$ cat src/rtl/level_led_pkg.sv
// Shared encodings and helper functions for the level-progress LED driver.
package level_led_pkg;

  // Display/animation states of the LED driver.
  typedef enum logic [2:0] {
    StPlay      = 3'd0,
    StWinSweep  = 3'd1,
    StWinHold   = 3'd2,
    StFailFlash = 3'd3,
    StFailHold  = 3'd4
  } state_e;

  // ceil(log2(v)), never less than 1 so it can size a vector directly.
  function automatic int unsigned clog2(input int unsigned v);
    int unsigned r;
    r = 0;
    for (int unsigned i = 0; i < 32; i++) begin
      if ((64'd1 << i) < {32'd0, v}) r = i + 1;
    end
    return (r == 0) ? 1 : r;
  endfunction

  // Index of the highest set bit plus one; 0 when no bit is set.
  // Callers zero-extend their flag vector to 32 bits (NUM_LEVELS <= 32).
  function automatic int unsigned prio_enc(input logic [31:0] pass);
    int unsigned r;
    r = 0;
    for (int unsigned i = 0; i < 32; i++) begin
      if (pass[i]) r = i + 1;
    end
    return r;
  endfunction

endpackage

$ cat src/rtl/tick_div.sv
// Free-running divider: one-cycle tick every DIV clocks, restartable from zero.
module tick_div
  import level_led_pkg::*;
#(
  parameter int unsigned DIV = 4,
  parameter int unsigned CW  = clog2(DIV)
) (
  input  logic clk,
  input  logic rst_n,
  input  logic restart,
  output logic tick
);

  localparam logic [CW-1:0] Last = CW'(DIV - 1);

  logic [CW-1:0] cnt_q, cnt_d;

  // Tick on the last count; the owner sees it in the same cycle the counter wraps.
  assign tick = (cnt_q == Last);

  // Next count: wrap on the last value, zero on restart.
  always_comb begin
    cnt_d = cnt_q + 1'b1;
    if (restart || tick) cnt_d = '0;
  end

  // Counter register.
  always_ff @(posedge clk or negedge rst_n) begin
    if (!rst_n) cnt_q <= '0;
    else        cnt_q <= cnt_d;
  end

endmodule

$ cat src/rtl/level_progress_led.sv
// Level-progress LED driver: thermometer bar with a blinking in-progress LED,
// a chase animation on a win and a flash animation on a fail.
module level_progress_led
  import level_led_pkg::*;
#(
  parameter int unsigned NUM_LEVELS   = 4,
  parameter int unsigned BLINK_DIV    = 25,
  parameter int unsigned STEP_CYC     = 10,
  parameter int unsigned WIN_SWEEPS   = 2,
  parameter int unsigned FAIL_FLASHES = 3,
  localparam int unsigned LW = clog2(NUM_LEVELS + 1)
) (
  input  logic                  clk,
  input  logic                  rst_n,
  input  logic                  clear,
  input  logic                  play_en,
  input  logic [NUM_LEVELS-1:0] pass,
  input  logic                  win_pulse,
  input  logic                  fail_pulse,
  output logic [NUM_LEVELS-1:0] led,
  output logic [LW-1:0]         level_cnt,
  output logic                  anim_busy
);

  localparam int unsigned CW = clog2((BLINK_DIV > STEP_CYC) ? BLINK_DIV : STEP_CYC);
  localparam int unsigned SweepSteps = WIN_SWEEPS * NUM_LEVELS;
  localparam int unsigned FlashSteps = FAIL_FLASHES * 2;
  localparam int unsigned AW = clog2((SweepSteps > FlashSteps) ? SweepSteps : FlashSteps);
  localparam int unsigned PW = clog2(NUM_LEVELS);

  localparam logic [AW-1:0] SweepLast = AW'(SweepSteps - 1);
  localparam logic [AW-1:0] FlashLast = AW'(FlashSteps - 1);
  localparam logic [PW-1:0] PosLast   = PW'(NUM_LEVELS - 1);
  localparam logic [LW-1:0] LevelMax  = LW'(NUM_LEVELS);

  state_e                state_q, state_d;
  logic [LW-1:0]         level_q, level_d, cand;
  logic [AW-1:0]         anim_q, anim_d;
  logic [PW-1:0]         pos_q, pos_d;
  logic                  phase_q, phase_d;
  logic [NUM_LEVELS-1:0] led_q, led_d, therm;
  logic [31:0]           pass_ext;
  logic                  blink_tick, step_tick, blink_restart, step_restart;

  tick_div #(
    .DIV (BLINK_DIV),
    .CW  (CW)
  ) u_blink_div (
    .clk     (clk),
    .rst_n   (rst_n),
    .restart (blink_restart),
    .tick    (blink_tick)
  );

  tick_div #(
    .DIV (STEP_CYC),
    .CW  (CW)
  ) u_step_div (
    .clk     (clk),
    .rst_n   (rst_n),
    .restart (step_restart),
    .tick    (step_tick)
  );

  // State, level and animation-step next-state logic; clear overrides everything.
  always_comb begin
    pass_ext                 = '0;
    pass_ext[NUM_LEVELS-1:0] = pass;
    cand                     = LW'(prio_enc(pass_ext));
    state_d                  = state_q;
    level_d                  = level_q;
    anim_d                   = anim_q;
    pos_d                    = pos_q;
    case (state_q)
      StPlay: begin
        if (cand > level_q) level_d = cand;
        if (win_pulse) begin
          state_d = StWinSweep;
          level_d = LevelMax;
          anim_d  = '0;
          pos_d   = '0;
        end else if (fail_pulse) begin
          state_d = StFailFlash;
          anim_d  = '0;
        end
      end
      StWinSweep: begin
        if (step_tick) begin
          if (anim_q == SweepLast) begin
            state_d = StWinHold;
          end else begin
            anim_d = anim_q + 1'b1;
            pos_d  = (pos_q == PosLast) ? '0 : pos_q + 1'b1;
          end
        end
      end
      StFailFlash: begin
        if (step_tick) begin
          if (anim_q == FlashLast) state_d = StFailHold;
          else                     anim_d  = anim_q + 1'b1;
        end
      end
      default: ;
    endcase
    if (clear) begin
      state_d = StPlay;
      level_d = '0;
      anim_d  = '0;
      pos_d   = '0;
    end
  end

  // Divider restarts and blink phase: a level change restarts the blink with the LED off,
  // a state change aligns the animation steps to the state entry.
  always_comb begin
    blink_restart = clear || (level_d != level_q);
    step_restart  = clear || (state_d != state_q);
    phase_d       = phase_q;
    if (blink_restart)   phase_d = 1'b0;
    else if (blink_tick) phase_d = ~phase_q;
  end

  // LED pattern for the current state; registered below, so it lags the state by one cycle.
  always_comb begin
    for (int i = 0; i < NUM_LEVELS; i++) begin
      therm[i] = (LW'(i) < level_q);
    end
    led_d = '0;
    case (state_q)
      StPlay: begin
        led_d = therm;
        for (int i = 0; i < NUM_LEVELS; i++) begin
          if (play_en && (level_q < LevelMax) && (LW'(i) == level_q)) led_d[i] = phase_q;
        end
      end
      StWinSweep: begin
        for (int i = 0; i < NUM_LEVELS; i++) begin
          led_d[i] = (PW'(i) == pos_q);
        end
      end
      StWinHold:   led_d = '1;
      StFailFlash: led_d = {NUM_LEVELS{~anim_q[0]}};
      StFailHold:  led_d = therm;
      default:     led_d = '0;
    endcase
    // A new game blanks the bar on the very next cycle.
    if (clear) led_d = '0;
  end

  // State and display registers.
  always_ff @(posedge clk or negedge rst_n) begin
    if (!rst_n) begin
      state_q <= StPlay;
      level_q <= '0;
      anim_q  <= '0;
      pos_q   <= '0;
      phase_q <= 1'b0;
      led_q   <= '0;
    end else begin
      state_q <= state_d;
      level_q <= level_d;
      anim_q  <= anim_d;
      pos_q   <= pos_d;
      phase_q <= phase_d;
      led_q   <= led_d;
    end
  end

  assign led       = led_q;
  assign level_cnt = level_q;
  assign anim_busy = (state_q == StWinSweep) || (state_q == StFailFlash);

endmodule

$ cat config.mk
export PLATFORM = sky130hd
export DESIGN_NAME = level_progress_led
export DESIGN_NICKNAME = d
export VERILOG_FILES = /design/src/rtl/level_led_pkg.sv /design/src/rtl/tick_div.sv /design/src/rtl/level_progress_led.sv
export SDC_FILE = /design/constraint.sdc
export NUM_CORES = 1
export LEC_CHECK = 0
export CAP_MARGIN = 20
export CORE_MARGIN = 5
export CORE_UTILIZATION = 50
export CTS_CLUSTER_SIZE = 40
export DETAILED_ROUTE_END_ITERATION = 16
export PLACE_DENSITY = 0.82
export RECOVER_POWER = 25
export SLEW_MARGIN = 20
export SYNTH_ARGS = -nofsm -noshare
export SYNTH_HDL_FRONTEND = slang
export SYNTH_SLANG_ARGS = --single-unit
$ cat constraint.sdc
create_clock -name clk -period 2.55 [get_ports clk]
set_input_delay 0.3825 -clock clk [delete_from_list [all_inputs] [get_ports clk]]
set_output_delay 0.3825 -clock clk [all_outputs]
set_load 0.01 [all_outputs]
== Word level (Yosys, flattened, before mapping) ==
Cells that the tools add are included.

* Add/sub/neg operators: 4
* Order comparisons: 6
* Equality and inequality tests: 23
* Muxes and demuxes: 40
* Bitwise operators: 2
* Reduce and logical (&&, ||, !) cells: 18

{| class="wikitable"
|+ Operators by type and width
! kind !! count
|-
| $mux W3 || 20
|-
| $pmux W4 S5 || 1
|-
| $pmux W3 S3 || 2
|-
| $mux W2 || 6
|-
| $add A5 B1 Y5 const B || 2
|-
| $mux W5 || 2
|-
| $eq A3 B3 Y1 const B || 3
|-
| $ne A3 B3 Y1 const B || 3
|-
| $mux W1 || 7
|-
| $eq A2 B3 Y1 const A || 2
|-
| $eq A3 B2 Y1 const B || 2
|-
| $logic_not A3 Y1 || 2
|-
| $lt A1 B3 Y1 const A || 2
|-
| $lt A2 B3 Y1 const A || 2
|-
| $ne A3 B2 Y1 const B || 2
|-
| $ne A3 B3 Y1 || 2
|-
| $reduce_and A6 Y1 || 1
|-
| $eq A5 B4 Y1 const B || 1
|-
| $eq A5 B5 Y1 const B || 1
|-
| $logic_and A1 B1 Y1 || 5
|-
| $logic_or A1 B1 Y1 || 5
|-
| $eq A2 B2 Y1 const A || 2
|-
| $mux W4 || 1
|-
| $ne A4 B4 Y1 const B || 1
|-
| other kinds (15) || 16
|}

* Flip-flop bits (word level): 26
* Input port bits: 10
* Logic and storage cells: 101

== Depth between registers and ports, before layout ==
Gate-level depths: netlist (run 1).

* Word-level depth: 13
* Mapped depth: 8
* Gate-level depth less buffers: 8

== Modules after synthesis ==
Synthesis (run 1) repeated with hierarchy kept, for this count alone.

* Cell total of the unflattened synthesis: 189
* Area, all modules: 1767.9 um^2

{| class="wikitable"
|+ By module, submodules not included
! module !! times used !! cells each !! area an instance (um^2) !! seq. area each (um^2)
|-
| level_progress_led || 1 || 146 || 1219.9 || 400.4
|-
| tick_div at u_blink_div || 1 || 23 || 295.3 || 125.1
|-
| tick_div at u_step_div || 1 || 20 || 252.7 || 125.1
|}

== Least setup slack after synthesis (run 1) ==
No wires, ideal clock.

* Path type: register to register
* Start: register level_q[1] (netlist: level_cnt[1])
* End: register phase_q
* Arrival: 1.861 ns
* Setup slack: 0.538 ns
* Stages on the path, launching flop included: 9
* Buffers on the path: 1
* Clock period less this slack: 2.012 ns
* Cells stage by stage: dfrtp_1 > clkbuf_1 > inv_1 > ha_1 > nor2b_1 > o21ai_0 > a21oi_1 > a21boi_2 > a2111oi_2

* Longest elaborated chain between the ends: 8
* Elaborated cells on any way between the ends: 9

{| class="wikitable"
|+ Ends and longest elaborated chain
! element !! line !! text
|-
| start, declared || level_progress_led.sv:37 || <nowiki>logic [LW-1:0] level_q, level_d, cand;</nowiki>
|-
| start signal, assigned || level_progress_led.sv:161 || <nowiki>level_q <= level_d;</nowiki>
|-
| $gt A3 B3 Y1 || level_progress_led.sv:76 || <nowiki>if (cand > level_q) level_d = cand;</nowiki>
|-
| $mux W3 || level_progress_led.sv:76 ||
|-
| $mux W3 || level_progress_led.sv:77 || <nowiki>if (win_pulse) begin</nowiki>
|-
| $mux W3 || level_progress_led.sv:74 || <nowiki>case (state_q)</nowiki>
|-
| $mux W3 || level_progress_led.sv:105 || <nowiki>if (clear) begin</nowiki>
|-
| $ne A3 B3 Y1 * || level_progress_led.sv:116 || <nowiki>blink_restart = clear || (level_d != level_q);</nowiki>
|-
| $logic_or A1 B1 Y1 * || level_progress_led.sv:116 ||
|-
| $mux W1 or $reduce_bool A2 Y1 (tied branches) || - ||
|-
| end signal, assigned || level_progress_led.sv:164 || <nowiki>phase_q <= phase_d;</nowiki>
|-
| end, declared || level_progress_led.sv:40 || <nowiki>logic phase_q, phase_d;</nowiki>
|}

Every way passes the cells marked *; elsewhere a longest branch is shown, timed or not.
A chain may end at the register's enable or synchronous reset.

== Worst setup path after layout (run 1) ==
* Start: register state_q[0]
* End: output anim_busy

* Longest elaborated chain between the ends: 2
* Elaborated cells on any way between the ends: 3

{| class="wikitable"
|+ Ends and longest elaborated chain
! element !! line !! text
|-
| start, declared || level_progress_led.sv:36 || <nowiki>state_e state_q, state_d;</nowiki>
|-
| start signal, assigned || level_progress_led.sv:153 || <nowiki>state_q <= StPlay;</nowiki>
|-
| start signal, assigned || level_progress_led.sv:160 || <nowiki>state_q <= state_d;</nowiki>
|-
| $eq A3 B1 Y1 or $eq A3 B2 Y1 (tied branches) || level_progress_led.sv:171 || <nowiki>assign anim_busy = (state_q == StWinSweep) || (state_q == StFailFlash);</nowiki>
|-
| $logic_or A1 B1 Y1 * || level_progress_led.sv:171 ||
|-
| end, declared || level_progress_led.sv:22 || <nowiki>output logic anim_busy</nowiki>
|}

Marks and branches as above.

==> flow_summary.html, run 1 <==
<table>
<tr><th>Metric</th><th>Value</th></tr>
<tr><th colspan="2">Outcome</th></tr>
<tr><td>Run status</td><td>completed</td></tr>
<tr><th colspan="2">Routing</th></tr>
<tr><td>Post-route DRC</td><td>0</td></tr>
<tr><td>Drt via density</td><td>5.662</td></tr>
<tr><td>Total via count in the routed design</td><td>1342</td></tr>
<tr><td>1st-pass router iterations</td><td>4</td></tr>
<tr><td>DRC violation total after the first TritonRoute iteration</td><td>93</td></tr>
<tr><td>WL/cell</td><td>~15 um</td></tr>
<tr><td>Wire length after detailed routing</td><td>about 3400 um</td></tr>
<tr><td>Final antenna-violating net count</td><td>0</td></tr>
<tr><th colspan="2">Finish</th></tr>
<tr><td>Total Nets Final</td><td>~220</td></tr>
<tr><td>Final cell area excluding filler cells</td><td>~0.0019 mm2</td></tr>
<tr><td>Diode insertion count for antenna repair</td><td>0</td></tr>
<tr><td>Most frequent cells in the layout</td><td>sky130_fd_sc_hd__dfrtp_1, sky130_fd_sc_hd__nor2_1, sky130_fd_sc_hd__clkdlybuf4s50_1</td></tr>
<tr><td>Syn-to-layout area delta</td><td>16.85%</td></tr>
<tr><td>Layout cell share with drive strength beyond 1</td><td>0.08808</td></tr>
<tr><td>Commonest non-fill, non-tap cell in the layout</td><td>sky130_fd_sc_hd__dfrtp_1</td></tr>
<tr><th colspan="2">Pwr</th></tr>
<tr><td>Leak Pwr</td><td>roughly 0.85 nW</td></tr>
<tr><td>Peak supply drop</td><td>about 0.33 mV</td></tr>
<tr><td>Power density over the cells</td><td>530.5 mW/mm2</td></tr>
<tr><td>Overall power after layout</td><td>a little over 1 mW</td></tr>
<tr><th colspan="2">STA</th></tr>
<tr><td>Setup skew after layout</td><td>between 1.5 and 2 ps</td></tr>
<tr><td>Final setup viols</td><td>0</td></tr>
<tr><td>Worst slew margin</td><td>0.06326</td></tr>
<tr><td>Final-report max-slew violation count</td><td>0</td></tr>
<tr><td>Worst Tran Pin Value</td><td>1405 ps</td></tr>
<tr><td>Unrepaired setup endpoints after global routing</td><td>no</td></tr>
<tr><td>Final critical-path share of the clock period</td><td>0.8918</td></tr>
<tr><td>Peak clock frequency supported by timing</td><td>439.7 MHz</td></tr>
<tr><td>Shortest period the worst path allows</td><td>around 2300 ps</td></tr>
<tr><td>Least setup slack across all paths after layout</td><td>approximately 280 ps</td></tr>
<tr><td>Final count of hold timing violations</td><td>0</td></tr>
<tr><td>Final TNS setup</td><td>0 ps</td></tr>
<tr><th colspan="2">Die</th></tr>
<tr><td>Starting density of the core</td><td>0.5266</td></tr>
<tr><td>Area of the placeable core</td><td>0.003103 mm2</td></tr>
<tr><td>Number of placement rows</td><td>20</td></tr>
<tr><td>Die Y-Extent</td><td>about 67 um</td></tr>
<tr><td>Die area</td><td>about 0.0045 mm2</td></tr>
<tr><td>Num ports</td><td>18</td></tr>
<tr><td>Width of the die</td><td>around 67 um</td></tr>
<tr><th colspan="2">CTS</th></tr>
<tr><td>Clock transition at the register clock pins on the worst setup and hold paths after CTS</td><td>140 ps</td></tr>
<tr><td>TritonCTS clock tree</td><td>done</td></tr>
<tr><td>Cell chosen for the clock root</td><td>sky130_fd_sc_hd__clkbuf_4</td></tr>
<tr><td>Post_cts resized</td><td>0</td></tr>
<tr><td>H-tree levels</td><td>1</td></tr>
<tr><td>Cts bufs inserted</td><td>3</td></tr>
<tr><td># clock sinks</td><td>26</td></tr>
<tr><td>Clock latency on the worst-skew pair</td><td>about 320 ps</td></tr>
<tr><td>Maximum clock path buffer count</td><td>2</td></tr>
<tr><td>Number of buffers added for setup after CTS</td><td>0</td></tr>
<tr><td>Number of hold buffers added after cts</td><td>0</td></tr>
<tr><th colspan="2">Yosys</th></tr>
<tr><td>Synth Warn #</td><td>0</td></tr>
<tr><td>Async SR Flop Fraction</td><td>1.000</td></tr>
<tr><td>Synth Cell Area</td><td>around 0.0016 mm2</td></tr>
<tr><td>Count of flip-flops with a built-in enable after synthesis</td><td>0</td></tr>
<tr><td>Avg Synthesized Cell Area</td><td>9.391 um2</td></tr>
<tr><td>Primary flip-flop cell chosen by synthesis mapping</td><td>sky130_fd_sc_hd__dfrtp_1</td></tr>
<tr><td>Synthesized netlist cell count</td><td>174</td></tr>
<tr><td>Post-Synthesis Net Count</td><td>approximately 200</td></tr>
<tr><td>Post-synthesis register bit count</td><td>26</td></tr>
<tr><td>Share of the yosys chip area belonging to registers</td><td>0.3982</td></tr>
<tr><td>Library cells used by synthesis</td><td>40</td></tr>
<tr><th colspan="2">Placement</th></tr>
<tr><td>Placed wire-length estimate</td><td>around 2700 um</td></tr>
<tr><td>GPL Wtd Cong</td><td>~0.8</td></tr>
<tr><td>Area post-placement</td><td>0.001861 mm2</td></tr>
<tr><td>Pre-CTS setup slack</td><td>around 86 ps</td></tr>
<tr><td># port buffers</td><td>17</td></tr>
<tr><th colspan="2">GRT</th></tr>
<tr><td>Initial antenna violation count</td><td>0</td></tr>
<tr><td>Residual overflow from global routing</td><td>0</td></tr>
<tr><td>Pin count of the biggest net entering global routing</td><td>27</td></tr>
<tr><td>Number of global-route vias before repair</td><td>1296</td></tr>
<tr><td>Wire length of the first global-routing pass</td><td>about 5700 um</td></tr>
<tr><td>GR Util All Layers</td><td>0.1657</td></tr>
<tr><th colspan="2">Critical path</th></tr>
<tr><td>Highest net fanout along the worst path</td><td>17</td></tr>
<tr><td>Kind of launch point of the worst setup path</td><td>register</td></tr>
<tr><td>Kind of critical path</td><td>register to primary output</td></tr>
<tr><td>CP Data Required Time</td><td>around 2200 ps</td></tr>
<tr><td>Worst setup EP type</td><td>primary output</td></tr>
<tr><td>WP data arrival</td><td>about 1900 ps</td></tr>
<tr><th colspan="2">Flow run</th></tr>
<tr><td>Max-cap check violation count</td><td>0</td></tr>
<tr><th colspan="2">Hold path</th></tr>
<tr><td>Worst Hold Class</td><td>register to register</td></tr>
</table>
## cell families after synthesis
kind of cell / share of synthesized area
AO/OA/AOI/OAI: 0.1501
XOR/XNOR: 0.03752
adder cells (fa/ha/maj): 0.1072
buffers and inverters: 0.05207
flip-flops: 0.3982
multiplexers: 0.03905
AND/OR/NAND/NOR: 0.2159
## power breakdown
| group | switching, mW | internal (mW) | leakage (nW) | total, mW |
|---|---|---|---|---|
| combinational | 0.124 | 0.123 | 0.465 | 0.247 |
| sequential | 0.0396 | 0.440 | 0.353 | 0.480 |
| clock | 0.127 | 0.159 | 0.0279 | 0.286 |
| total | 0.291 | 0.722 | 0.846 | 1.01 |
## layer usage
metal	part of all wire	global-route usage
met1	0.41	0.1848
met2	0.53	0.3043
met3	0.044	0.03827
met4	0.013	0.06076
met5	0	0
## Yosys cell counts (all sizes together), types with 4 or more instances
master / number / area, um2
a21oi: 11 / 55.05
clkbuf: 4 / 15.01
dfrtp: 26 / 650.6
ha: 14 / 175.2
inv: 13 / 48.80
nand2: 10 / 37.54
nand3: 7 / 35.03
nor2: 20 / 75.07
nor2b: 4 / 25.02
nor3: 14 / 70.07
o21ai: 5 / 25.02
o32a: 4 / 40.04
xor2: 4 / 35.03
## sequential cells by signal (all words and copies together) (netlist names)
name,count
level_cnt,3
pos_q,2
u_blink_div.cnt_q,5
state_q,3
led,4
u_step_div.cnt_q,5
phase_q,1
anim_q,3
## stage by stage
step,hold slack (ps),instances,util
final,508.8,237,0.6153
after global routing,547.7,237,0.6153
after CTS,404.8,237,0.6165
after detailed placement,494.4,233,0.5996
after global placement,473.9,233,0.5996
after floorplan,86.91,174,-
## final timing paths
check / from / endpoint / cells after the start / slack, ps
worst max-delay path: state_q[0] / anim_busy / 2 / 280
worst min-delay path: u_step_div.cnt_q[0] / u_step_div.cnt_q[0] / 1 / 510
worst max register to register: state_q[0] / anim_q[1] / 4 / 620
worst min register to register: u_step_div.cnt_q[0] / u_step_div.cnt_q[0] / 1 / 510
max in group asynchronous: rst_n / u_blink_div.cnt_q[3] / 2 / 850
min in group asynchronous: rst_n / pos_q[1] / 2 / 880
## area by class of cell
type	instances	area, um2
clock buffers	3	22.52
clock inverters	1	30.03
fillers	271	1194
inverters	13	48.80
multi-input cells	128	898.4
flip-flops and latches	26	650.6
well taps	44	55.05
repair buffers	22	203.9
## critical path, stage by stage (launching register included)
cell and delay, ps:
sky130_fd_sc_hd__dfrtp_1 710, sky130_fd_sc_hd__nor2b_1 290, sky130_fd_sc_hd__clkdlybuf4s50_1 570
Power figures use the tool's default switching activity.
==> inputs of run 2 (changes only) <==
--- a/config.mk
+++ b/config.mk
@@ -6,11 +6,13 @@
 export NUM_CORES = 1
 export LEC_CHECK = 0
 export CAP_MARGIN = 20
+export CELL_PAD_IN_SITES_DETAIL_PLACEMENT = 0
+export CELL_PAD_IN_SITES_GLOBAL_PLACEMENT = 1
 export CORE_MARGIN = 5
-export CORE_UTILIZATION = 50
+export CORE_UTILIZATION = 43
 export CTS_CLUSTER_SIZE = 40
 export DETAILED_ROUTE_END_ITERATION = 16
-export PLACE_DENSITY = 0.82
+export PLACE_DENSITY = 0.89
 export RECOVER_POWER = 25
 export SLEW_MARGIN = 20
 export SYNTH_ARGS = -nofsm -noshare
==> run 2 against run 1 <==
Sequential share of layout area decreased by 0.27 points. Design area up 0.79%. Routed wire length shrank 6.6%. Critical path type is now input port to register. Critical endpoint is now phase_q. Largest cell class unchanged. Largest power group unchanged.
==> flow_summary.html, run 2 (synthesized netlist as in run 1, its figures left out) <==
<table>
<tr><th>Metric</th><th>Value</th></tr>
<tr><th colspan="2">Outcome</th></tr>
<tr><td>Run status</td><td>completed</td></tr>
<tr><th colspan="2">STA</th></tr>
<tr><td>Final TNS setup</td><td>0 ps</td></tr>
<tr><td>Final count of hold timing violations</td><td>0</td></tr>
<tr><td>Final-report max-slew violation count</td><td>0</td></tr>
<tr><td>Unrepaired setup endpoints after global routing</td><td>no</td></tr>
<tr><td>Final critical-path share of the clock period</td><td>0.8326</td></tr>
<tr><td>Setup skew after layout</td><td>roughly 6.6 ps</td></tr>
<tr><td>Shortest period the worst path allows</td><td>~2100 ps</td></tr>
<tr><td>Final setup viols</td><td>0</td></tr>
<tr><td>Worst slew margin</td><td>0.09894</td></tr>
<tr><td>Worst Tran Pin Value</td><td>1352 ps</td></tr>
<tr><td>Peak clock frequency supported by timing</td><td>between 400 and 500 MHz</td></tr>
<tr><td>Final hold slack</td><td>slightly below 500 ps</td></tr>
<tr><th colspan="2">GRT</th></tr>
<tr><td>Number of global-route vias before repair</td><td>1258</td></tr>
<tr><td>Residual overflow from global routing</td><td>0</td></tr>
<tr><td>Pin count of the biggest net entering global routing</td><td>27</td></tr>
<tr><td>GR Util All Layers</td><td>0.1372</td></tr>
<tr><td>Initial antenna violation count</td><td>0</td></tr>
<tr><td>Wire length of the first global-routing pass</td><td>~5700 um</td></tr>
<tr><th colspan="2">Die</th></tr>
<tr><td>Number of placement rows</td><td>22</td></tr>
<tr><td>Num ports</td><td>18</td></tr>
<tr><td>Area of the placeable core</td><td>0.003661 mm2</td></tr>
<tr><td>Width of the die</td><td>approximately 72 um</td></tr>
<tr><td>Starting density of the core</td><td>0.4463</td></tr>
<tr><td>Die Y-Extent</td><td>71.65 um</td></tr>
<tr><td>Die area</td><td>approximately 0.0051 mm2</td></tr>
<tr><th colspan="2">Pwr</th></tr>
<tr><td>Peak supply drop</td><td>0.3650 mV</td></tr>
<tr><td>Leak Pwr</td><td>roughly 0.85 nW</td></tr>
<tr><td>Proportion of power drawn by flip-flops and latches</td><td>0.484</td></tr>
<tr><td>Net switching power</td><td>approximately 280 uW</td></tr>
<tr><td>Switching part of the total power</td><td>0.2855</td></tr>
<tr><td>Combinational fraction of design power</td><td>0.253</td></tr>
<tr><td>Clock power share</td><td>0.263</td></tr>
<tr><td>Internal power consumption</td><td>between 700 and 800 uW</td></tr>
<tr><td>Power density over the cells</td><td>510.9 mW/mm2</td></tr>
<tr><th colspan="2">Finish</th></tr>
<tr><td>Most frequent cells in the layout</td><td>sky130_fd_sc_hd__dfrtp_1, sky130_fd_sc_hd__nor2_1, sky130_fd_sc_hd__clkdlybuf4s50_1</td></tr>
<tr><td>Layout cell share with drive strength beyond 1</td><td>0.09278</td></tr>
<tr><td>Commonest non-fill, non-tap cell in the layout</td><td>sky130_fd_sc_hd__dfrtp_1</td></tr>
<tr><td>Syn-to-layout area delta</td><td>17.76%</td></tr>
<tr><td>Diode insertion count for antenna repair</td><td>0</td></tr>
<tr><td>Total Nets Final</td><td>between 200 and 250</td></tr>
<tr><th colspan="2">Critical path</th></tr>
<tr><td>WP data arrival</td><td>approximately 2300 ps</td></tr>
<tr><td>CP Data Required Time</td><td>2710 ps</td></tr>
<tr><td>Kind of critical path</td><td>input port to register</td></tr>
<tr><td>Highest net fanout along the worst path</td><td>6</td></tr>
<tr><td>Worst setup EP type</td><td>register</td></tr>
<tr><td>Kind of launch point of the worst setup path</td><td>input port</td></tr>
<tr><td>Register-to-register setup slack</td><td>620 ps</td></tr>
<tr><th colspan="2">CTS</th></tr>
<tr><td>Maximum clock path buffer count</td><td>2</td></tr>
<tr><td>Post_cts resized</td><td>0</td></tr>
<tr><td>Clock latency on the worst-skew pair</td><td>about 270 ps</td></tr>
<tr><td># clock sinks</td><td>26</td></tr>
<tr><td>Cts bufs inserted</td><td>3</td></tr>
<tr><td>Number of hold buffers added after cts</td><td>0</td></tr>
<tr><td>Number of buffers added for setup after CTS</td><td>0</td></tr>
<tr><td>Cell chosen for the clock root</td><td>sky130_fd_sc_hd__clkbuf_8</td></tr>
<tr><td>Clock transition at the register clock pins on the worst setup and hold paths after CTS</td><td>about 80 ps</td></tr>
<tr><td>TritonCTS clock tree</td><td>done</td></tr>
<tr><td>H-tree levels</td><td>1</td></tr>
<tr><th colspan="2">Placement</th></tr>
<tr><td>Placed wire-length estimate</td><td>2578 um</td></tr>
<tr><td># port buffers</td><td>17</td></tr>
<tr><td>GPL Wtd Cong</td><td>around 0.76</td></tr>
<tr><th colspan="2">Routing</th></tr>
<tr><td>Final antenna-violating net count</td><td>0</td></tr>
<tr><td>Post-route DRC</td><td>0</td></tr>
<tr><td>Drt via density</td><td>around 5.3</td></tr>
<tr><td>Wire length after detailed routing</td><td>about 3200 um</td></tr>
<tr><td>1st-pass router iterations</td><td>4</td></tr>
<tr><td>WL/cell</td><td>between 10 and 15 um</td></tr>
<tr><td>DRC violation total after the first TritonRoute iteration</td><td>between 40 and 50</td></tr>
<tr><td>Total via count in the routed design</td><td>1293</td></tr>
<tr><th colspan="2">Flow run</th></tr>
<tr><td>Max-cap check violation count</td><td>0</td></tr>
<tr><th colspan="2">Hold path</th></tr>
<tr><td>Worst Hold Class</td><td>register to register</td></tr>
</table>
-- run 2: changes by cell type in the layout (fill, tap and decap cells not counted) --
| cell | before | now |
|---|---|---|
| sky130_fd_sc_hd__buf_4 | 4 | 5 |
| sky130_fd_sc_hd__bufinv_16 | 1 | 0 |
| sky130_fd_sc_hd__clkbuf_8 | 0 | 4 |
| sky130_fd_sc_hd__clkbuf_4 | 3 | 0 |
-- run 2: worst paths after layout --
check	startpoint	endpoint	depth (start not counted)
worst min-delay path	u_step_div.cnt_q[0]	u_step_div.cnt_q[0]	1
min in group asynchronous	rst_n	pos_q[1]	2
worst min register to register	u_step_div.cnt_q[0]	u_step_div.cnt_q[0]	1
worst max-delay path	pass[3]	phase_q	8
max in group asynchronous	rst_n	anim_q[1]	2
worst max register to register	level_cnt[1]	phase_q	7
-- run 2: power by group through the flow --
stage	clock [mW]	sequential [mW]	combinational (mW)
global placement	0	0.482	0.243
detailed placement	0	0.485	0.252
global route	0.290	0.481	0.280
floorplan	0	0.477	0.159
CTS	0.271	0.476	0.253
finish	0.259	0.476	0.249
-- run 2: cell type report --
type / count / area, um2
Tap cell: 48 / 60.06
Inverter: 13 / 48.80
Fill cell: 340 / 1737
Clock buffer: 4 / 55.05
Multi-Input combinational cell: 128 / 898.4
Sequential cell: 26 / 650.6
Timing Repair Buffer: 23 / 211.5
-- run 2: layer usage --
metal  up-vias  wire length (um)  global-route usage
met4         0                29             0.03549
met3         4               133             0.03647
met5         -                 0                   0
li1        656                 -                   -
met2        24              1616              0.2347
met1       609              1437              0.1705
-- run 2: worst max-delay path, stage by stage --
cell	delay, ps
sky130_fd_sc_hd__clkdlybuf4s50_1	480
sky130_fd_sc_hd__nor2_1	250
sky130_fd_sc_hd__ha_1	290
sky130_fd_sc_hd__nor2b_1	130
sky130_fd_sc_hd__o21ai_0	160
sky130_fd_sc_hd__a21oi_1	100
sky130_fd_sc_hd__a21boi_2	200
sky130_fd_sc_hd__a2111oi_2	280
-- run 2: through the flow --
step / utilization / cell area, um2 / total power [mW] / setup WS, ps / instances
after global placement: 0.5116 / 1873 / 0.7248 / 247.3 / 238
after floorplan: - / 1634 / 0.6356 / 538.1 / 174
after CTS: 0.5267 / 1928 / 0.9993 / 440.8 / 242
after global routing: 0.5256 / 1924 / 1.051 / 234.2 / 242
after detailed placement: 0.5116 / 1873 / 0.7362 / 145.8 / 238
final: 0.5256 / 1924 / 0.9832 / 426.8 / 242
==> inputs of run 3 (changes only) <==
--- a/config.mk
+++ b/config.mk
@@ -9,10 +9,10 @@
 export CELL_PAD_IN_SITES_DETAIL_PLACEMENT = 0
 export CELL_PAD_IN_SITES_GLOBAL_PLACEMENT = 1
 export CORE_MARGIN = 5
-export CORE_UTILIZATION = 43
+export CORE_UTILIZATION = 39
 export CTS_CLUSTER_SIZE = 40
 export DETAILED_ROUTE_END_ITERATION = 16
-export PLACE_DENSITY = 0.89
+export PLACE_DENSITY = 0.85
 export RECOVER_POWER = 25
 export SLEW_MARGIN = 20
 export SYNTH_ARGS = -nofsm -noshare
==> constraint.sdc (replaced) <==
create_clock -name clk -period 1.8 [get_ports clk]
set_input_delay 0.27 -clock clk [delete_from_list [all_inputs] [get_ports clk]]
set_output_delay 0.27 -clock clk [all_outputs]
set_load 0.01 [all_outputs]
==> run 3 against run 2 <==
Clock power is 47% higher. Sequential share of layout area is 4.3 points lower. Clock skew hardly changed. Worst setup slack worse by 370 ps. Utilization is 2.3 points higher. Sequential power is 38% higher. Critical path depth is 3 higher. Global-route usage is 0.14 points lower. Design area is 15% higher. Non-clock buffer count is 22 higher. First-iteration DRC count is 88% higher. Worst hold slack better by 31 ps. Critical path type unchanged.
==> flow_summary.html, run 3 (synthesized netlist as in run 1, its figures left out) <==
<table>
<tr><th>Metric</th><th>Value</th></tr>
<tr><th colspan="2">CTS</th></tr>
<tr><td>Maximum clock path buffer count</td><td>2</td></tr>
<tr><td>TritonCTS clock tree</td><td>done</td></tr>
<tr><td>Cell chosen for the clock root</td><td>sky130_fd_sc_hd__clkbuf_8</td></tr>
<tr><td>Cts bufs inserted</td><td>3</td></tr>
<tr><td>Clock latency on the worst-skew pair</td><td>~270 ps</td></tr>
<tr><td>H-tree levels</td><td>1</td></tr>
<tr><td># clock sinks</td><td>26</td></tr>
<tr><td>Clock transition at the register clock pins on the worst setup and hold paths after CTS</td><td>90 ps</td></tr>
<tr><th colspan="2">STA</th></tr>
<tr><td>Setup skew after layout</td><td>about 6.2 ps</td></tr>
<tr><td>Shortest period the worst path allows</td><td>between 1500 and 2000 ps</td></tr>
<tr><td>Worst slew margin</td><td>0.5623</td></tr>
<tr><td>Least setup slack across all paths after layout</td><td>~58 ps</td></tr>
<tr><td>Peak clock frequency supported by timing</td><td>around 570 MHz</td></tr>
<tr><td>Final setup viols</td><td>0</td></tr>
<tr><td>Final count of hold timing violations</td><td>0</td></tr>
<tr><td>Final-report max-slew violation count</td><td>0</td></tr>
<tr><td>Unrepaired setup endpoints after global routing</td><td>yes</td></tr>
<tr><td>Final TNS setup</td><td>0 ps</td></tr>
<tr><td>Worst Tran Pin Value</td><td>approximately 660 ps</td></tr>
<tr><td>Final critical-path share of the clock period</td><td>0.9680</td></tr>
<tr><th colspan="2">Flow run</th></tr>
<tr><td>Max-cap check violation count</td><td>0</td></tr>
<tr><th colspan="2">Routing</th></tr>
<tr><td>Wire length after detailed routing</td><td>~3700 um</td></tr>
<tr><td>Drt via density</td><td>5.132</td></tr>
<tr><td>Total via count in the routed design</td><td>about 1400</td></tr>
<tr><td>Post-route DRC</td><td>0</td></tr>
<tr><td>Final antenna-violating net count</td><td>0</td></tr>
<tr><td>WL/cell</td><td>13.91 um</td></tr>
<tr><td>DRC violation total after the first TritonRoute iteration</td><td>81</td></tr>
<tr><td>1st-pass router iterations</td><td>4</td></tr>
<tr><th colspan="2">Finish</th></tr>
<tr><td>Commonest non-fill, non-tap cell in the layout</td><td>sky130_fd_sc_hd__buf_4</td></tr>
<tr><td>Total Nets Final</td><td>241</td></tr>
<tr><td>Layout cell share with drive strength beyond 1</td><td>0.2824</td></tr>
<tr><td>Fill cells</td><td>about 370</td></tr>
<tr><td>Syn-to-layout area delta</td><td>35.30%</td></tr>
<tr><td>Diode insertion count for antenna repair</td><td>0</td></tr>
<tr><td>Non-filler instance count after layout</td><td>approximately 270</td></tr>
<tr><td>Most frequent cells in the layout</td><td>sky130_fd_sc_hd__buf_4, sky130_fd_sc_hd__dfrtp_1, sky130_fd_sc_hd__nor2_1</td></tr>
<tr><th colspan="2">Pwr</th></tr>
<tr><td>Clock power share</td><td>0.252</td></tr>
<tr><td>Combinational fraction of design power</td><td>0.311</td></tr>
<tr><td>Internal power consumption</td><td>approximately 1.1 mW</td></tr>
<tr><td>Peak supply drop</td><td>~0.32 mV</td></tr>
<tr><td>Leak Pwr</td><td>just over 1 nW</td></tr>
<tr><td>Power density over the cells</td><td>between 600 and 700 mW/mm2</td></tr>
<tr><td>Proportion of power drawn by flip-flops and latches</td><td>0.437</td></tr>
<tr><td>Switching part of the total power</td><td>0.2960</td></tr>
<tr><td>Net switching power</td><td>between 400 and 500 uW</td></tr>
<tr><td>Overall power after layout</td><td>around 1.5 mW</td></tr>
<tr><th colspan="2">GRT</th></tr>
<tr><td>Pin count of the biggest net entering global routing</td><td>27</td></tr>
<tr><td>Residual overflow from global routing</td><td>0</td></tr>
<tr><td>Wire length of the first global-routing pass</td><td>roughly 5900 um</td></tr>
<tr><td>Number of global-route vias before repair</td><td>around 1400</td></tr>
<tr><td>GR Util All Layers</td><td>0.1358</td></tr>
<tr><td>Initial antenna violation count</td><td>0</td></tr>
<tr><th colspan="2">Critical path</th></tr>
<tr><td>Crit Reg-Reg Startpoint</td><td>u_step_div.cnt_q[1]</td></tr>
<tr><td>CP Data Required Time</td><td>1950 ps</td></tr>
<tr><td>WP data arrival</td><td>between 1500 and 2000 ps</td></tr>
<tr><td>Worst setup EP type</td><td>register</td></tr>
<tr><td>Kind of critical path</td><td>input port to register</td></tr>
<tr><td>Most used cell along the critical path</td><td>sky130_fd_sc_hd__buf_4</td></tr>
<tr><td>Highest net fanout along the worst path</td><td>6</td></tr>
<tr><td>Longest individual stage delay on the worst path</td><td>between 300 and 400 ps</td></tr>
<tr><td>Kind of launch point of the worst setup path</td><td>input port</td></tr>
<tr><td>Cell chain of the critical path</td><td>clkdlybuf4s15_1 -&gt; nor2_2 -&gt; nor2_1 -&gt; buf_4 -&gt; buf_4 -&gt; buf_4 -&gt; buf_4 -&gt; buf_4 -&gt; a2bb2oi_2 -&gt; a21boi_4 -&gt; a2111oi_4</td></tr>
<tr><td>Worst setup path startpoint</td><td>pass[1]</td></tr>
<tr><td>Cell with the biggest individual delay on the critical path</td><td>sky130_fd_sc_hd__a21boi_4</td></tr>
<tr><th colspan="2">Die</th></tr>
<tr><td>Width of the die</td><td>74.73 um</td></tr>
<tr><td>Starting density of the core</td><td>0.4056</td></tr>
<tr><td>Die Y-Extent</td><td>about 75 um</td></tr>
<tr><td>Num ports</td><td>18</td></tr>
<tr><td>Die area</td><td>around 0.0056 mm2</td></tr>
<tr><td>Area of the placeable core</td><td>~0.0040 mm2</td></tr>
<tr><td>Number of placement rows</td><td>23</td></tr>
<tr><th colspan="2">Placement</th></tr>
<tr><td>Placed Instances</td><td>between 200 and 300</td></tr>
<tr><td>GPL Wtd Cong</td><td>0.7884</td></tr>
<tr><td>Pre-CTS setup slack</td><td>-458.3 ps</td></tr>
<tr><td>Placed wire-length estimate</td><td>between 2000 and 3000 um</td></tr>
<tr><td># port buffers</td><td>17</td></tr>
<tr><th colspan="2">Outcome</th></tr>
<tr><td>Run status</td><td>completed</td></tr>
<tr><th colspan="2">Hold path</th></tr>
<tr><td>Worst Min Path Start</td><td>u_blink_div.cnt_q[0]</td></tr>
<tr><td>Worst Hold Class</td><td>register to register</td></tr>
</table>
[run 3: cell count changes in the layout (fill, tap and decap cells not counted), sizes merged]
cell / delta
clkbuf: +1
buf: +22
dlygate4sd2: +1
clkdlybuf4s15: +1
dlymetal6s2s: +3
clkdlybuf4s50: -6
[run 3: timing repair]
action	4_1_cts	5_1_grt
gates resized for setup	6	27
endpoints found under the hold margin	0	0
buffers inserted	5	0
hold buffers	0	0
pin swaps	4	11
setup endpoints to repair	8	17
cloned	0	0
[run 3: path summary, 6_finish.rpt]
check	to	slack, ps	cells past startpoint
max	phase_q	60	11
min	u_blink_div.cnt_q[0]	530	1
max reg2reg	u_step_div.cnt_q[2]	80	7
min reg2reg	u_blink_div.cnt_q[0]	530	1
max in group asynchronous	state_q[0]	790	2
min in group asynchronous	u_step_div.cnt_q[2]	550	2
[run 3: stage by stage]
| step | hold WS (ps) | util | area [um2] |
|---|---|---|---|
| floorplan | -25.59 | - | 1648 |
| global placement | 492.4 | 0.5000 | 2014 |
| detailed placement | 504.7 | 0.5000 | 2014 |
| CTS | 362.7 | 0.5236 | 2110 |
| global route | 560.9 | 0.5488 | 2211 |
| finish | 525.3 | 0.5488 | 2211 |
[run 3: per-layer routing]
layer / global-route usage / routed length (um) / vias up
li1: - / - / 697
met1: 0.1700 / 1753 / 647
met2: 0.2293 / 1802 / 17
met3: 0.03204 / 116 / 4
met4: 0.04743 / 26 / 0
met5: 0 / 0 / -
[run 3: final cells by class]
type | count | area, um2 | area share
Timing Repair Buffer | 45 | 382.9 | 0.1732
Multi-Input combinational cell | 128 | 1008 | 0.4561
Tap cell | 50 | 62.56 | 0.02830
Sequential cell | 26 | 653.1 | 0.2954
Clock buffer | 4 | 55.05 | 0.02490
Inverter | 13 | 48.80 | 0.02207
[run 3: worst max-delay path: cells and delay by family]
family,cells,cell delay (ps)
simple gates,2,220
compound gates,3,560
buf+inv,6,840
[run 3: power groups by stage]
stage	sequential, mW	clock (mW)	combinational (mW)
after floorplan	0.675	0	0.232
after global placement	0.665	0	0.418
after detailed placement	0.668	0	0.423
after CTS	0.657	0.395	0.433
after global routing	0.663	0.417	0.518
final	0.657	0.380	0.468
==> RTL edit (config.mk and constraints of run 3) <==
The parameter `WIN_SWEEPS` goes from 2 to 1.
--- a/src/rtl/level_progress_led.sv
+++ b/src/rtl/level_progress_led.sv
@@ -6,7 +6,7 @@
   parameter int unsigned NUM_LEVELS   = 4,
   parameter int unsigned BLINK_DIV    = 25,
   parameter int unsigned STEP_CYC     = 10,
-  parameter int unsigned WIN_SWEEPS   = 2,
+  parameter int unsigned WIN_SWEEPS   = 1,
   parameter int unsigned FAIL_FLASHES = 3,
   localparam int unsigned LW = clog2(NUM_LEVELS + 1)
 ) (
Check against the original RTL: no difference found for any inputs over 10 cycles, from zero or initial values and one cycle with rst_n low; that may be too few to reach the edited logic, so the function may still have changed.
==> RTL edit against run 3 <==
- routed wire length down 5.5%
- die area up 0.93%
- setup slack better by 0.022 ns
- sequential cell count unchanged
- power down 4.1%
- synthesized area up 1.1%
- cell area down 2.8%
- combinational power down 0.9%
- critical endpoint is now anim_busy
- highest routed layer unchanged
==> RTL edit: results (changes against run 3) <==
first-pass GRT wire length: 5790 um (was 5900 um)
layout cell share with drive strength beyond 1: 24.1% (was 28.2%)
metal1 wirelength: 1700 um (was 1750 um)
slew margin rel.: 56.5% (was 56.2%)
Leakage: 0.979 nW (was 1.02 nW)
Compound-Gate Fraction of Synth Area: 17.7% (was 15.0%)
R2R Path Start: level_cnt[1] (was u_step_div.cnt_q[1])
Comb. pwr: 0.464 mW (was 0.468 mW)
Synth area leaders: dfrtp_1 39%, ha_1 11%, nor2_1 6.8% (was dfrtp_1 40%, ha_1 11%, nor2_1 4.6%)
Synth Area in XOR/XNOR: 3.71% (was 3.75%)
CTS resizes: 4 (was 6)
Critical Path AT: 1.45 ns (was 1.90 ns)
run status: completed (unchanged)
Filler Cell Count: 366 (was 365)
Final Skew: 0.00376 ns (was 0.00616 ns)
drt wl/cell: 13.1 um (was 13.9 um)
post-detail-place hpwl: 2690 um (was 2560 um)
Setup Fix Bufs, Post-CTS: 0 (was 5)
vias in the first global route: 1337 (was 1367)
area of placed instances: 2040 sq um (was 2010 sq um)
Total Wirelength: 3500 um (was 3700 um)
CP max-delay cell: clkdlybuf4s50_1 (was a21boi_4)
CP Launch Point: state_q[2] (was pass[1])
routed vias/inst: 5.24 (was 5.13)
worst hold margin: 0.508 ns (was 0.525 ns)
Cells after DPL: 259 (was 258)
peak supply drop: 0.382 mV (was 0.316 mV)
met2 GRT Util: 23.1% (was 22.9%)
register area share after synthesis: 39.4% (was 39.8%)
crit path capture: anim_busy (was phase_q)
met3 wire length: 107 um (was 116 um)
final worst setup slack: 0.0799 ns (was 0.0575 ns)
mux share of post-synthesis cell area: 3.26% (was 3.91%)
Clock Power: 0.330 mW (was 0.380 mW)
Syn Area/Cell: 9.44 sq um (was 9.39 sq um)
Synth cell types: 44 (was 40)
drt first-iter violations: 56 (was 81)
top cells by count, synth: 30 x nor2_1, 26 x dfrtp_1, 14 x ha_1, 11 x inv_1 (was 26 x dfrtp_1, 20 x nor2_1, 14 x ha_1, 14 x nor3_1, 13 x inv_1)
gpl congestion: 0.759 (was 0.788)
worst slack at placement: -0.436 ns (was -0.458 ns)
switching share of power: 29.2% (was 29.6%)
Worst R2R End: phase_q (was u_step_div.cnt_q[2])
Reg2Reg Setup Slack: 0.10 ns (was 0.08 ns)
syn nets: 199 (was 198)
RTL edit: cell types whose count changed in the layout (fill, tap and decap cells not counted), sizes merged, moves of 3 or more:
cell / before / now
o32a: 4 / 1
a211oi: 3 / 0
nor2: 20 / 30
nor3: 14 / 5
RTL edit: worst register-to-register path, cell delays in order (launching register included):
cell and delay [ns]:
dfrtp_2 0.41, inv_1 0.08, ha_1 0.24, nor2b_1 0.13
o21a_1 0.19, o21a_4 0.24, o21a_4 0.14, nor4_4 0.19
RTL edit: logic make-up after synthesis:
logic type / after synthesis
flops: 26
xor+xnor: 7
fa+ha+maj: 14
simple gates: 65
buf+inv: 18
compound gates: 40
mux: 5
RTL edit: final cells by class:
type / count / area (sq um) / share of cell area [%]
inverters: 11 / 41.3 / 1.92
well taps: 50 / 62.6 / 2.91
clock buffers: 4 / 45.0 / 2.10
flip-flops and latches: 26 / 653 / 30.4
multi-input cells: 131 / 965 / 44.9
repair buffers: 44 / 382 / 17.8
